`src/rtl/store_queue_if.sv`:
```
// Data-cache write port of the store queue: req/addr_ok/data_ok handshake plus write fault status.
// master = store queue side (issues writes), slave = data cache side.
interface store_queue_if #(
    parameter int ADDR_W = 32,
    parameter int DATA_W = 32
);
    logic                  data_req;
    logic                  data_wr;
    logic [ADDR_W-1:0]     data_addr;
    logic [DATA_W/8-1:0]   data_wstrb;
    logic [DATA_W-1:0]     data_wdata;
    logic                  data_addr_ok;
    logic                  data_data_ok;
    logic                  data_ex;
    logic [4:0]            data_exccode;
    logic                  data_tlb_refill;

    modport master (
        output data_req, data_wr, data_addr, data_wstrb, data_wdata,
        input  data_addr_ok, data_data_ok, data_ex, data_exccode, data_tlb_refill
    );

    modport slave (
        input  data_req, data_wr, data_addr, data_wstrb, data_wdata,
        output data_addr_ok, data_data_ok, data_ex, data_exccode, data_tlb_refill
    );
endinterface

```
`src/rtl/store_queue.sv`:
```
// In-order store queue: buffers executed stores and writes the head entry to the dcache on commit.
// Define STORE_QUEUE_FWD_EN to add the store-to-load forwarding lookup port.
module store_queue #(
    parameter int DEPTH  = 4,
    parameter int ADDR_W = 32,
    parameter int DATA_W = 32
) (
    input  logic                clk,
    input  logic                reset,
    input  logic                flush,
    input  logic                sq_enq_valid,
    input  logic [ADDR_W-1:0]   sq_enq_addr,
    input  logic [DATA_W-1:0]   sq_enq_data,
    input  logic [DATA_W/8-1:0] sq_enq_strb,
    output logic                sq_allowin,
    input  logic                commit_store_valid,
    output logic                commit_store_ready,
    output logic [ADDR_W+6:0]   commit_store_ex,
    store_queue_if.master       dcache
`ifdef STORE_QUEUE_FWD_EN
    ,
    input  logic [ADDR_W-1:0]   fwd_addr,
    output logic                fwd_hit,
    output logic [DATA_W-1:0]   fwd_data,
    output logic [DATA_W/8-1:0] fwd_strb
`endif
);
    localparam int PTR_W  = $clog2(DEPTH);
    localparam int CNT_W  = PTR_W + 1;
    localparam int STRB_W = DATA_W / 8;

    typedef enum logic [2:0] {
        S_IDLE, S_REQ, S_WAIT, S_DONE, S_DRAIN_REQ, S_DRAIN_WAIT
    } state_e;

    state_e              state_q, state_d;
    logic [PTR_W-1:0]    head_q, head_d, tail_q, tail_d;
    logic [CNT_W-1:0]    count_q, count_d;
    logic [DEPTH-1:0]    valid_q, valid_d;
    logic [ADDR_W-1:0]   mem_addr_q [DEPTH];
    logic [ADDR_W-1:0]   mem_addr_d [DEPTH];
    logic [DATA_W-1:0]   mem_data_q [DEPTH];
    logic [DATA_W-1:0]   mem_data_d [DEPTH];
    logic [STRB_W-1:0]   mem_strb_q [DEPTH];
    logic [STRB_W-1:0]   mem_strb_d [DEPTH];

    logic                data_req_q, data_req_d;
    logic [ADDR_W-1:0]   data_addr_q, data_addr_d;
    logic [DATA_W-1:0]   data_wdata_q, data_wdata_d;
    logic [STRB_W-1:0]   data_wstrb_q, data_wstrb_d;
    logic                ready_q, ready_d;
    logic [ADDR_W+6:0]   ex_q, ex_d;

    logic full, draining, enq_fire, pop;

    assign full       = (count_q == CNT_W'(DEPTH));
    assign draining   = (state_q == S_DRAIN_REQ) || (state_q == S_DRAIN_WAIT);
    assign sq_allowin = !full && !draining;
    assign enq_fire   = sq_enq_valid && sq_allowin && !flush;
    assign pop        = (state_q == S_DONE);

    always_comb begin
        // NOTE: every variable gets a default before the case so no path leaves it unassigned (no latch).
        state_d      = state_q;
        head_d       = head_q;
        tail_d       = tail_q;
        count_d      = count_q;
        valid_d      = valid_q;
        mem_addr_d   = mem_addr_q;
        mem_data_d   = mem_data_q;
        mem_strb_d   = mem_strb_q;
        data_addr_d  = data_addr_q;
        data_wdata_d = data_wdata_q;
        data_wstrb_d = data_wstrb_q;
        ex_d         = '0;

        unique case (state_q)
            S_IDLE:       if (count_q != '0 && commit_store_valid && !flush) state_d = S_REQ;
            S_REQ:        if (dcache.data_addr_ok) state_d = dcache.data_data_ok ? S_DONE : S_WAIT;
            S_WAIT:       if (dcache.data_data_ok) state_d = S_DONE;
            S_DONE:       state_d = S_IDLE;
            S_DRAIN_REQ:  if (dcache.data_addr_ok) state_d = dcache.data_data_ok ? S_IDLE : S_DRAIN_WAIT;
            S_DRAIN_WAIT: if (dcache.data_data_ok) state_d = S_IDLE;
            default:      state_d = S_IDLE;
        endcase

        // A flush during an in-flight write must still finish the handshake, but never report it.
        if (flush && state_q == S_REQ) begin
            if (!dcache.data_addr_ok)      state_d = S_DRAIN_REQ;
            else if (!dcache.data_data_ok) state_d = S_DRAIN_WAIT;
            else                           state_d = S_IDLE;
        end else if (flush && state_q == S_WAIT) begin
            state_d = dcache.data_data_ok ? S_IDLE : S_DRAIN_WAIT;
        end

        if (state_q == S_IDLE && state_d == S_REQ) begin
            data_addr_d  = mem_addr_q[head_q];
            data_wdata_d = mem_data_q[head_q];
            data_wstrb_d = mem_strb_q[head_q];
        end

        if (state_d == S_DONE && state_q != S_DONE && dcache.data_ex)
            ex_d = {1'b1, dcache.data_exccode, mem_addr_q[head_q], dcache.data_tlb_refill};

        if (enq_fire) begin
            mem_addr_d[tail_q] = sq_enq_addr;
            mem_data_d[tail_q] = sq_enq_data;
            mem_strb_d[tail_q] = sq_enq_strb;
            valid_d[tail_q]    = 1'b1;
            tail_d             = tail_q + 1'b1;
        end
        if (pop) begin
            valid_d[head_q] = 1'b0;
            head_d          = head_q + 1'b1;
        end
        count_d = count_q + CNT_W'(enq_fire) - CNT_W'(pop);

        if (flush) begin
            valid_d = '0;
            head_d  = '0;
            tail_d  = '0;
            count_d = '0;
        end

        data_req_d = (state_d == S_REQ) || (state_d == S_DRAIN_REQ);
        ready_d    = (state_d == S_DONE);
    end

    always_ff @(posedge clk) begin
        // NOTE: sequential state uses non-blocking assignments so all flops update from pre-edge values.
        if (reset) begin
            state_q      <= S_IDLE;
            head_q       <= '0;
            tail_q       <= '0;
            count_q      <= '0;
            valid_q      <= '0;
            data_req_q   <= 1'b0;
            data_addr_q  <= '0;
            data_wdata_q <= '0;
            data_wstrb_q <= '0;
            ready_q      <= 1'b0;
            ex_q         <= '0;
        end else begin
            state_q      <= state_d;
            head_q       <= head_d;
            tail_q       <= tail_d;
            count_q      <= count_d;
            valid_q      <= valid_d;
            data_req_q   <= data_req_d;
            data_addr_q  <= data_addr_d;
            data_wdata_q <= data_wdata_d;
            data_wstrb_q <= data_wstrb_d;
            ready_q      <= ready_d;
            ex_q         <= ex_d;
        end
    end

    // NOTE: entry payloads are not reset; the valid bits alone decide whether an entry means anything.
    always_ff @(posedge clk) begin
        mem_addr_q <= mem_addr_d;
        mem_data_q <= mem_data_d;
        mem_strb_q <= mem_strb_d;
    end

    assign commit_store_ready = ready_q;
    assign commit_store_ex    = ex_q;
    assign dcache.data_req    = data_req_q;
    assign dcache.data_wr     = data_req_q;
    assign dcache.data_addr   = data_addr_q;
    assign dcache.data_wdata  = data_wdata_q;
    assign dcache.data_wstrb  = data_wstrb_q;

`ifdef STORE_QUEUE_FWD_EN
    logic [PTR_W-1:0] fwd_idx;

    // Walk oldest to youngest from head so the youngest matching store wins.
    always_comb begin
        fwd_hit  = 1'b0;
        fwd_data = '0;
        fwd_strb = '0;
        fwd_idx  = head_q;
        for (int i = 0; i < DEPTH; i++) begin
            fwd_idx = head_q + PTR_W'(i);
            if (valid_q[fwd_idx] && mem_addr_q[fwd_idx][ADDR_W-1:2] == fwd_addr[ADDR_W-1:2]) begin
                fwd_hit  = 1'b1;
                fwd_data = mem_data_q[fwd_idx];
                fwd_strb = mem_strb_q[fwd_idx];
            end
        end
    end
`endif
endmodule

```
`src/flat_wrapper.sv`:
```
// flat-port wrapper written by rule: the top's interface ports become plain ports
module store_queue_flat 
#(
    parameter int DEPTH  = 4,
    parameter int ADDR_W = 32,
    parameter int DATA_W = 32
)
  (clk, reset, flush, sq_enq_valid, sq_enq_addr, sq_enq_data, sq_enq_strb, sq_allowin, commit_store_valid, commit_store_ready, commit_store_ex, dcache_data_req, dcache_data_wr, dcache_data_addr, dcache_data_wstrb, dcache_data_wdata, dcache_data_addr_ok, dcache_data_data_ok, dcache_data_ex, dcache_data_exccode, dcache_data_tlb_refill);
  store_queue_if #(.ADDR_W(ADDR_W), .DATA_W(DATA_W)) dcache_i ();
  input  logic clk;
  input  logic reset;
  input  logic flush;
  input  logic sq_enq_valid;
  input  logic [ADDR_W-1:0] sq_enq_addr;
  input  logic [DATA_W-1:0] sq_enq_data;
  input  logic [DATA_W/8-1:0] sq_enq_strb;
  output logic sq_allowin;
  input  logic commit_store_valid;
  output logic commit_store_ready;
  output logic [ADDR_W+6:0] commit_store_ex;
  output wire logic [$bits(dcache_i.data_req)-1:0] dcache_data_req;
  output wire logic [$bits(dcache_i.data_wr)-1:0] dcache_data_wr;
  output wire logic [$bits(dcache_i.data_addr)-1:0] dcache_data_addr;
  output wire logic [$bits(dcache_i.data_wstrb)-1:0] dcache_data_wstrb;
  output wire logic [$bits(dcache_i.data_wdata)-1:0] dcache_data_wdata;
  input wire logic [$bits(dcache_i.data_addr_ok)-1:0] dcache_data_addr_ok;
  input wire logic [$bits(dcache_i.data_data_ok)-1:0] dcache_data_data_ok;
  input wire logic [$bits(dcache_i.data_ex)-1:0] dcache_data_ex;
  input wire logic [$bits(dcache_i.data_exccode)-1:0] dcache_data_exccode;
  input wire logic [$bits(dcache_i.data_tlb_refill)-1:0] dcache_data_tlb_refill;
  assign dcache_data_req = dcache_i.data_req;
  assign dcache_data_wr = dcache_i.data_wr;
  assign dcache_data_addr = dcache_i.data_addr;
  assign dcache_data_wstrb = dcache_i.data_wstrb;
  assign dcache_data_wdata = dcache_i.data_wdata;
  assign dcache_i.data_addr_ok = dcache_data_addr_ok;
  assign dcache_i.data_data_ok = dcache_data_data_ok;
  assign dcache_i.data_ex = dcache_data_ex;
  assign dcache_i.data_exccode = dcache_data_exccode;
  assign dcache_i.data_tlb_refill = dcache_data_tlb_refill;
  store_queue #(.DEPTH(DEPTH), .ADDR_W(ADDR_W), .DATA_W(DATA_W)) u_core (.clk(clk), .reset(reset), .flush(flush), .sq_enq_valid(sq_enq_valid), .sq_enq_addr(sq_enq_addr), .sq_enq_data(sq_enq_data), .sq_enq_strb(sq_enq_strb), .sq_allowin(sq_allowin), .commit_store_valid(commit_store_valid), .commit_store_ready(commit_store_ready), .commit_store_ex(commit_store_ex), .dcache(dcache_i));
endmodule
```
`config.mk`:
```
export PLATFORM = sky130hd
export DESIGN_NAME = store_queue_flat
export DESIGN_NICKNAME = d
export VERILOG_FILES = /design/src/rtl/store_queue_if.sv /design/src/rtl/store_queue.sv /design/src/flat_wrapper.sv
export SDC_FILE = /design/constraint.sdc
export NUM_CORES = 1
export LEC_CHECK = 0
export CAP_MARGIN = 15
export CORE_MARGIN = 2
export CORE_UTILIZATION = 54
export CTS_CLUSTER_SIZE = 28
export DETAILED_ROUTE_END_ITERATION = 7
export PLACE_DENSITY = 0.79
export SLEW_MARGIN = 20
export SYNTH_ARGS = -nofsm -noshare
export SYNTH_HDL_FRONTEND = slang
export SYNTH_SLANG_ARGS = --single-unit
```
`constraint.sdc`:
```
create_clock -name clk -period 4.2 [get_ports clk]
set_clock_uncertainty 0.05 [all_clocks]
set_input_delay 1.05 -clock clk [delete_from_list [all_inputs] [get_ports clk]]
set_output_delay 1.05 -clock clk [all_outputs]
set_load 0.01 [all_outputs]
```
Word-level counts from Yosys, hierarchy flattened

Index checks and enable logic that the tools add are counted.

Register bits: 391
Output and inout bits: 111
Logic and storage cells: 91

Muxes and demuxes: 28
Bitwise gates (word level): 3
Add/sub/neg operators: 4
Magnitude comparators: 3
Reductions and logical operators: 20
Equality and inequality tests: 10

Operator list:

| cell                                                                   | count |
|---|---|
| 128-bit bitwise mux                                                    | 2 |
| 32-bit 2-to-1 mux                                                      | 5 |
| 32-bit binary-select mux with 2-bit select                             | 2 |
| 32-bit demux with 2-bit select                                         | 1 |
| 39-bit 2-to-1 mux                                                      | 1 |
| 3-bit 2-to-1 mux                                                       | 9 |
| 16-bit bitwise mux                                                     | 1 |
| 3-bit case mux with 5 select lines                                     | 1 |
| 3-bit equality test (second input constant)                            | 4 |
| 4-bit 2-to-1 mux                                                       | 3 |
| 1-bit logical AND                                                      | 11 |
| 3-bit by 2-bit equality test with 1-bit output (second input constant) | 3 |
| 4-bit binary-select mux with 2-bit select                              | 1 |
| 4-bit demux with 2-bit select                                          | 1 |
| 3-bit by 1-bit equality test with 1-bit output (second input constant) | 2 |
| 3-bit >= comparator (second input constant)                            | 2 |
| 2-bit inverter with 3-bit output                                       | 2 |
| 2-bit by 1-bit adder with 2-bit output (second input constant)         | 2 |
| 2-bit OR reduction                                                     | 2 |
| 3-bit by 1-bit adder with 3-bit output                                 | 1 |
| 1-bit logical NOT                                                      | 3 |
| 3-bit logical NOT                                                      | 1 |
| 3-bit by 1-bit < comparator with 1-bit output (second input constant)  | 1 |
| 3-bit by 2-bit != test with 1-bit output (second input constant)       | 1 |
| 5 further kinds                                                        | 6 |

Longest topological paths before layout

Depth after elaboration: 12
Depth in mapped cells: 11

Least setup slack after synthesis

OpenSTA, ideal clock, no wires.

Path type: input to register
Start point: in sq_enq_valid
End point: reg u_core.mem_addr_q[0] (netlist bit), enable pin
Buffers on the path: 0
Arrival: 2953 ps
Slack: 763 ps
Stages on the path: 3
Cell sequence: nand2_1 -> nor2_1 -> and2_1

Cells in the longest elaborated chain, start to end: 2

Ends and longest elaborated chain:

| item                           | line               | source |
|---|---|---|
| start: declaration             | flat_wrapper.sv:13 | `input logic sq_enq_valid;` |
| 1-bit logical AND (2 in a row) | store_queue.sv:59  | `assign enq_fire = sq_enq_valid && sq_allowin && !flush;` |
| via u_core.enq_fire            | store_queue.sv:54  | `logic full, draining, enq_fire, pop;` |
| end signal: assignment         | store_queue.sv:160 | `mem_addr_q <= mem_addr_d;` |
| end: declaration               | store_queue.sv:40  | `logic [ADDR_W-1:0] mem_addr_q [DEPTH];` |

The timed path passes the listed nets, and every way through them passes these cells.
A chain may end at the register's enable or synchronous reset.

Worst setup path after layout

Start point: reg u_core.state_q[2]
End point: out sq_allowin

Cells in the longest elaborated chain, start to end: 4

Ends and longest elaborated chain:

| item                     | line               | source |
|---|---|---|
| start: declaration       | store_queue.sv:36  | `state_e state_q, state_d;` |
| start signal: assignment | store_queue.sv:144 | `state_q <= state_d;` |
| 3-bit equality test      | store_queue.sv:57  | `assign draining = (state_q == S_DRAIN_REQ) \|\| (state_q == S_DRAIN_WAIT);` |
| 1-bit logical OR (*)     | store_queue.sv:57  |  |
| 1-bit logical NOT (*)    | store_queue.sv:58  | `assign sq_allowin = !full && !draining;` |
| 1-bit logical AND (*)    | store_queue.sv:58  |  |
| end: declaration         | flat_wrapper.sv:17 | `output logic sq_allowin;` |

Every way passes the cells marked *; elsewhere a longest branch is shown, timed or not.

==> results.toml <==
[status]
status = "complete, no violations"

[power_and_ir_drop]
powerDensity_nw_per_um2 = 450
switching_share = 0.194
pwr-share-clk = 0.435
p_sw_mw = 1.53
power_frac_seq = 0.533
peakVddDrop_mv = 0.485
p_leak_nw = 5.79
internal_power_mw = 6.34
p_comb_frac = 0.033

[synth]
ys_ff_latch = 391
yosys_warnings = 0
ys_seq_area_frac = 0.756
synth.avg_cell_area_um2 = 16.8
synthesis.nets = 918
async_flop_share = 0
synth_cell_type_count = 33
syn_area_um2 = 13900
yosys_most_used_dff = "edfxtp_1"
synth_enable_flop_cells = 272
synthCells = 829

[detailed_routing]
ant_nets = 0
vias = 7726
routedWlPerCell_um = 21.4
drc_errors = 0
routed_wl_um = 29600
first_iter_violations = 669
drtPass1Iterations = 8
via_per_inst = 5.57

[global_route]
grt_max_degree = 70
grt-ovfl-total = 0
busiest_layer = "met2"
grtUsageMet1 = 0.301
gr-usage-all-layers = 0.225
grtUsageMet3 = 0.0429
antenna_found_initial = 0
grt_pass1_vias = 8035
use_met2 = 0.384
grt_pass1_wl_um = 45600

[die]
die_x_um = 165
core_region_area_um2 = 25300
ios = 193
die_h_um = 165
std_cell_rows = 58
die-area_um2 = 27100
start_util = 0.552

[timing]
hold_viol = 0
post-route-min-period_ps = 3140
fin_tns_setup_ps = 0
worst_pin_slew_ps = 1080
fin_crit_sh = 0.747
finalSetupViolCount = 0
fmax_ghz = 0.319
slew_headroom = 0.277
rsz0062_at_grt = "no"
fin_ws_ps = 1060
final-max-slew-violation-count = 0

[worst_setup_path]
crit_arrival_ps = 2040
critPathSlowestCell = "clkdlybuf4s50_1"
startpoint_type = "flop"
max_stage_delay_ps = 600
crit_required_ps = 3100
setup.worst_path.class = "reg2out"
end_kind = "primary output"
path_cells = "nor2b_1 > a21oi_1 > clkdlybuf4s50_1"
path_max_fanout = 11

[layout]
antenna_cells = 0
layout_commonest_cell = "edfxtp_1"
area_delta_synth_final_pct = 25.4
nets = 1115
drive_above_1_share = 0.149
final_cell_mix = "edfxtp_1 (272), clkdlybuf4s50_1 (191), nand2_1 (141), dfxtp_1 (117), a21oi_1 (75)"

[clock_tree]
clock_sinks = 391
clockRootBuffer = "clkbuf_16"
cts_resized = 0
postCtsHoldBufs = 0
htreeDepth = 2
clk_pin_slew_ps = 60
clkLatencyLatePin_ps = 520
cts_setup_buffers = 0
cts_buffer_depth = 3
tritoncts = "built"
cts_inserted_buffers = 39

[placement]
portBuffers = 192
place.gp.congestion = 0.776
dp_hpwl_um = 17800
pre_cts_ws_ps = 952

[flow_run]
drv_cap = 0

[hold_path]
hold_path_class = "reg2reg"
[synthesized netlist by cell type (all sizes together), types with 2 or more instances]
master,count,share of area
a21oi,75,0.027
nor2b,6,0.0027
nor2,12,0.0032
ha,6,0.0054
dfxtp,119,0.17
and3,40,0.018
and2,6,0.0027
or3,2,0.00090
nor3b,2,0.0011
mux4,68,0.11
xor2,2,0.0013
xnor2,3,0.0019
buf,29,0.014
inv,8,0.0022
nand3,3,0.0014
o21ai,2,0.00072
clkbuf,23,0.0062
nand2,141,0.038
edfxtp,272,0.59
[state kept, by name, indices dropped and copies added, names as in the netlist]
signal / count
u_core.mem_addr_q: 128
u_core.tail_q: 2
u_core.commit_store_ready: 1
u_core.mem_data_q: 128
u_core.dcache.data_addr: 32
u_core.state_q: 3
u_core.count_q: 3
u_core.head_q: 2
u_core.dcache.data_wstrb: 4
u_core.dcache.data_req: 1
u_core.mem_strb_q: 16
u_core.commit_store_ex: 39
u_core.dcache.data_wdata: 32
[final timing paths]
| kind | from | to | slack [ps] | cells past startpoint |
|---|---|---|---|---|
| max | u_core.state_q[2]$_SDFF_PP0_ | sq_allowin | 1060 | 3 |
| min | u_core.dcache.data_addr[6]$_SDFFE_PP0P_ | u_core.dcache.data_addr[6]$_SDFFE_PP0P_ | 400 | 2 |
| max reg2reg | u_core.state_q[2]$_SDFF_PP0_ | u_core.mem_data_q[15]$_DFFE_PP_ | 1570 | 6 |
| min reg2reg | u_core.dcache.data_addr[6]$_SDFFE_PP0P_ | u_core.dcache.data_addr[6]$_SDFFE_PP0P_ | 400 | 2 |
[logic make-up after synthesis]
family / after synthesis / share of synthesized area
compound gates: 80 / 0.0293
xor+xnor: 5 / 0.00314
fa+ha+maj: 7 / 0.00682
buf+inv: 60 / 0.0219
flops: 391 / 0.756
mux: 69 / 0.111
simple gates: 217 / 0.0719
[power groups by stage]
stage / Sequential, mW / Clock, mW / Combinational [mW]
detailed placement: 4.27 / 0 / 0.259
floorplan: 4.28 / 0 / 0.0942
global placement: 4.27 / 0 / 0.254
global route: 4.19 / 3.63 / 0.280
CTS: 4.19 / 3.47 / 0.261
finish: 4.19 / 3.42 / 0.260
[final cells by class]
class / count / area, µm²
flip-flops and latches: 391 / 10600
fillers: 1674 / 7760
multi-input cells: 378 / 3120
repair buffers: 208 / 2090
clock buffers: 53 / 1110
well taps: 330 / 413
clock inverters: 18 / 174
inverters: 8 / 30.0
[metrics by stage]
step	cell area [µm²]	total power [mW]	util	hold WS, ps	cells
finish	17500	7.87	0.693	405	1386
global route	17500	8.10	0.693	421	1386
CTS	17500	7.92	0.693	404	1386
detailed placement	16200	4.53	0.642	397	1315
global placement	16200	4.52	0.642	392	1315
floorplan	13900	4.37	-	419	829
[critical path: cells and delay by family (launching register included)]
kind / cells / cell delay [ps]
AOI/OAI and AO/OA: 1 / 290
buffers and inverters: 1 / 600
DFF: 1 / 430
and+or+nand+nor: 1 / 200
[layer usage]
| layer | routed length, µm | vias to the layer above | part of all wire |
|---|---|---|---|
| li1 | - | 3492 | - |
| met1 | 12400 | 3942 | 0.42 |
| met2 | 15100 | 253 | 0.51 |
| met3 | 1710 | 39 | 0.058 |
| met4 | 472 | 0 | 0.016 |
| met5 | 0 | - | 0 |
(Power assumes the default switching activity.)
